==> src/rtl/twenty_bit_bitwise_and_pkg.sv <==
// Shared types for the registered 20-bit bitwise AND stage.
package twenty_bit_bitwise_and_pkg;

    localparam int BWAND_WIDTH = 20;

    typedef logic [BWAND_WIDTH-1:0] word_t;

    typedef struct packed {
        logic zero;
        logic neg;
    } bwand_flags_t;

endpackage

==> src/rtl/twenty_bit_and_core.sv <==
// Combinational 20-bit AND with result status flags.
// Flag outputs exist only when BWAND_FLAGS_EN is defined.
module twenty_bit_and_core
    import twenty_bit_bitwise_and_pkg::*;
(
    input  word_t        a,
    input  word_t        b,
`ifdef BWAND_FLAGS_EN
    output bwand_flags_t flags,
`endif
    output word_t        y
);

    // Bit-independent AND; no cross-bit logic.
    assign y = a & b;

`ifdef BWAND_FLAGS_EN
    // Status derived from the combinational result so it registers with s.
    assign flags.zero = (y == '0);
    assign flags.neg  = y[BWAND_WIDTH-1];
`endif

endmodule

==> src/rtl/twenty_bit_bitwise_and_unit.sv <==
// Registered 20-bit bitwise AND stage with single-entry valid/ready output.
// Optional macro BWAND_FLAGS_EN: registers zero/neg status alongside s;
// without it zero and neg are tied low and no flag registers exist.
module twenty_bit_bitwise_and_unit
    import twenty_bit_bitwise_and_pkg::*;
#(
    parameter int WIDTH = BWAND_WIDTH
) (
    input  logic             clk,
    input  logic             rst,
    input  logic [WIDTH-1:0] i0,
    input  logic [WIDTH-1:0] i1,
    input  logic             in_valid,
    output logic             in_ready,
    output logic [WIDTH-1:0] s,
    output logic             out_valid,
    input  logic             out_ready,
    output logic             zero,
    output logic             neg
);

    word_t core_y;
    word_t s_d, s_q;
    logic  out_valid_d, out_valid_q;
    logic  accept;

`ifdef BWAND_FLAGS_EN
    bwand_flags_t core_flags;
    bwand_flags_t flags_d, flags_q;
`endif

    twenty_bit_and_core u_core (
        .a     (i0),
        .b     (i1),
`ifdef BWAND_FLAGS_EN
        .flags (core_flags),
`endif
        .y     (core_y)
    );

    // Free slot when empty or when the held result leaves this cycle.
    assign in_ready = !out_valid_q || out_ready;
    assign accept   = in_valid && in_ready;

    // Next-state: accept loads a new result, otherwise a consumed result drains.
    always_comb begin
        s_d         = s_q;
        out_valid_d = out_valid_q;
`ifdef BWAND_FLAGS_EN
        flags_d     = flags_q;
`endif
        if (accept) begin
            s_d         = core_y;
            out_valid_d = 1'b1;
`ifdef BWAND_FLAGS_EN
            flags_d     = core_flags;
`endif
        end else if (out_ready) begin
            out_valid_d = 1'b0;
        end
    end

    // Output register with synchronous reset taking priority.
    always_ff @(posedge clk) begin
        if (rst) begin
            s_q         <= '0;
            out_valid_q <= 1'b0;
`ifdef BWAND_FLAGS_EN
            flags_q     <= '0;
`endif
        end else begin
            s_q         <= s_d;
            out_valid_q <= out_valid_d;
`ifdef BWAND_FLAGS_EN
            flags_q     <= flags_d;
`endif
        end
    end

    assign s         = s_q;
    assign out_valid = out_valid_q;

`ifdef BWAND_FLAGS_EN
    assign zero = flags_q.zero;
    assign neg  = flags_q.neg;
`else
    assign zero = 1'b0;
    assign neg  = 1'b0;
`endif

endmodule

==> config.mk <==
export PLATFORM = sky130hd
export DESIGN_NAME = twenty_bit_bitwise_and_unit
export DESIGN_NICKNAME = d
export VERILOG_FILES = /design/src/rtl/twenty_bit_bitwise_and_pkg.sv /design/src/rtl/twenty_bit_and_core.sv /design/src/rtl/twenty_bit_bitwise_and_unit.sv
export SDC_FILE = /design/constraint.sdc
export NUM_CORES = 1
export LEC_CHECK = 0
export CAP_MARGIN = 10
export CORE_MARGIN = 2
export CORE_UTILIZATION = 35
export DETAILED_ROUTE_END_ITERATION = 8
export PLACE_DENSITY_LB_ADDON = 0.1
export SYNTH_ARGS = -nofsm -noshare
export SYNTH_HDL_FRONTEND = slang
export SYNTH_SLANG_ARGS = --single-unit
==> constraint.sdc <==
create_clock -name clk -period 1.4 [get_ports clk]
set_input_delay 0.21 -clock clk [delete_from_list [all_inputs] [get_ports clk]]
set_output_delay 0.21 -clock clk [all_outputs]
set_load 0.03 [all_outputs]
==> results.md, run 1 <==
- Slew Viols, Final: 0
- Largest net degree at the start of global routing: 23
- Via Count: approximately 1000
- CP Cell Sequence: clkdlybuf4s50_1 > nor2b_4 > clkinv_4 > buf_4
- Dpl ws: -0.0168 ns
- CTS tree: built
- First-pass GRT wire length: between 3000 and 4000 µm
- Clk_lat worst skew: around 0.3 ns
- Number of top-level pins: ~70
- Layout cells sized above 1: 0.0976
- Final core utilization: 0.634
- Simple-Gate Fraction of Synth Area: 0.159
- Final net count: 209
- N_diodes: 0
- Overflow after GRT: 0
- Die ar.: a little under 0.003 mm²
- Multiplexer share of the synthesized area: 0
- CTS Sinks: 21
- Max-cap violations: 0
- Crit Path Max Fanout: 6
- Via-per-instance ratio: between 5 and 6
- Synth async-reset ratio: 0
- CTS Hold Bufs: 0
- Core Footprint: around 0.0024 mm²
- Min Tclk post-route: 1.33 ns
- Post-synthesis sequential area ratio: 0.480
- Chip height: ~54 µm
- Sw Share: 0.267
- Routed Antenna Nets: 0
- Met2 usage: 0.366
- Max Buffers Root-to-Sink: 2
- Synthesis-stage register bit count: 21
- RSZ-0062 raised after global routing: no
- Crit end category: primary output
- Status: finished clean
- Routed len/inst: between 10 and 15 µm
- Crit Path Category: in -> out
- Htree depth: 1
- Slowest CP cell: clkdlybuf4s50_1
- Share of the synthesized area in the top cell type: 0.480
- Combinational family with the most area after synthesis: compound AO/OA/AOI/OAI gates
- Post-synth EDFFs: 0
- Yosys warns: 0
- Internal Power: 899 µW
- Sw power: 328 µW
- Clock network power share: 0.229
- Cell taking the most area after synthesis: dfxtp_1
- Synth top cells by count: 21 x a21oi_1, 21 x dfxtp_1, 20 x nand4_1, 11 x o21ai_1, 9 x o21ai_0
- Total global-route track usage: 0.191
- Adder-Cell Fraction of Synth Area: 0
- Peak VDD IR: 0.000620 V
- DP Area: 0.00151 mm²
- Slowest cell delay on critical path: 0.45 ns
- Met3 GRT Util: 0.0861
- Port bufs: 65
- Critical Path AT: between 1 and 1.5 ns
- Pwr Density: around 800 mW/mm²
- Initial Util: 0.360
- Fin Clk Skew: a little over 0.003 ns
- Global route hottest layer: met2
- Worst path required time: ~1.2 ns
- Dominant synthesized flop cell: dfxtp_1
- XOR/XNOR Fraction of Synth Area: 0
- Worst Hold Class: in -> reg
- Final setup fails: 0
- Syn Inst Count: 98
- Reg power frac: 0.515
- Final setup margin: 0.0725 ns
- Row count: 18
- Number of global-route vias before repair: 947
- Area Overhead vs Synth: 76.0%
- Detailed Route Iter0 Violations: 7
- Final hold violation count: 0
- Largest cells by area after synthesis: dfxtp_1 48%, nand4_1 14%, a21oi_1 12%
- Max frequency: between 700 and 800 MHz
- Clock slew at reported path FFs: 0.11 ns
- Wirelength, routed: roughly 2700 µm
- Mean Syn Cell Area: just under 9 µm²
- Comb power frac: 0.256
- Crit share post-route: 0.948
- Die W: 54.0 µm
- Clk root buf: clkbuf_4
- Startpoint types: input pin
- Post-synthesis cell type count: 14
- Cell area after synthesis: around 880 µm²
- First-pass iteration count of the detailed router: 4
- Post-DP HPWL: roughly 1900 µm
- Drt drc: 0
- Cts bufs inserted: 3
- Global routing met1 resource utilization: 0.186
- Leakage: 0.635 nW
- Final GP Congestion: 0.586
- Final Instance Area: roughly 0.0015 mm²
- Compound-cell area share of the yosys netlist: 0.234
- Initial antenna violation count: 0
==> path summary, 6_finish.rpt <==
path | start | endpoint | slack (ns) | depth (start not counted)
worst max-delay path | out_ready | in_ready | 0.07 | 4
worst min-delay path | i1[5] | s[5] | 0.47 | 3
worst max register to register | out_valid | s[16] | 0.29 | 4
worst min register to register | s[0] | s[0] | 0.48 | 2
==> routing by layer <==
layer / vias to the layer above / routed length [µm]
met1: 458 / 984
met5: - / 0
li1: 494 / -
met2: 50 / 1350
met3: 2 / 302
met4: 0 / 15
==> cell families (layout without fill, tap and decap cells) <==
logic type,after synthesis,in the layout
flops,21,21
compound gates,41,41
other cells,1,2
simple gates,21,21
buf+inv,14,79
==> state kept, by name, indices dropped and copies added (netlist names) <==
register / cells
out_valid: 1
s: 20
==> power groups by stage <==
stage	sequential [mW]	clock, mW	combinational, mW
2_1_floorplan	0.694	0	0.0948
3_3_place_gp	0.645	0	0.320
3_5_place_dp	0.646	0	0.325
4_1_cts	0.631	0.295	0.309
5_1_grt	0.636	0.324	0.339
6_report	0.631	0.281	0.314
==> timing repair <==
action,in CTS,in global routing
resized for setup,21,3
gates cloned,0,1
endpoints found under the setup margin,21,1
buffers inserted,0,3
==> through the flow <==
step | instances | TNS, ns | total power, mW | hold slack (ns)
after CTS | 190 | 0 | 1.24 | 0.460
final | 194 | 0 | 1.23 | 0.467
after global routing | 194 | 0 | 1.30 | 0.468
after global placement | 186 | 0 | 0.965 | 0.457
after detailed placement | 186 | -0.0168 | 0.971 | 0.466
after floorplan | 99 | 0 | 0.789 | 0.279
==> cell type report <==
type                    count  area, µm²
flip-flops and latches     21        422
clock buffers               4       26.3
fillers                   229        891
repair buffers             72        687
inverters                   2       12.5
repair inverters            1       5.00
multi-input cells          64        352
well taps                  30       37.5
==> critical path, delay by kind of cell <==
family	cells	cell delay, ns
buf+inv	3	0.71
simple gates	1	0.19
==> placed cells by master, fill, tap and decap left out <==
cell type,synthesis,routed
inv_2,1,1
nand4_1,20,20
buf_12,0,1
o21ai_1,11,11
dfxtp_2,0,1
clkinv_4,0,1
clkbuf_1,2,1
nor2b_4,1,1
buf_4,4,7
clkinv_2,0,1
dlygate4sd2_1,0,21
dfxtp_1,21,20
clkbuf_4,0,3
clkdlybuf4s50_1,0,43
conb_1,1,2
a21oi_1,21,21
o21ai_0,9,9
Power figures use the tool's default switching activity.
==> run 2: changes to the inputs <==
Settings changed: CTS_CLUSTER_DIAMETER from default to 40.
==> results of run 2 <==
Final layout, timing and power as in run 1 (identical DEF).
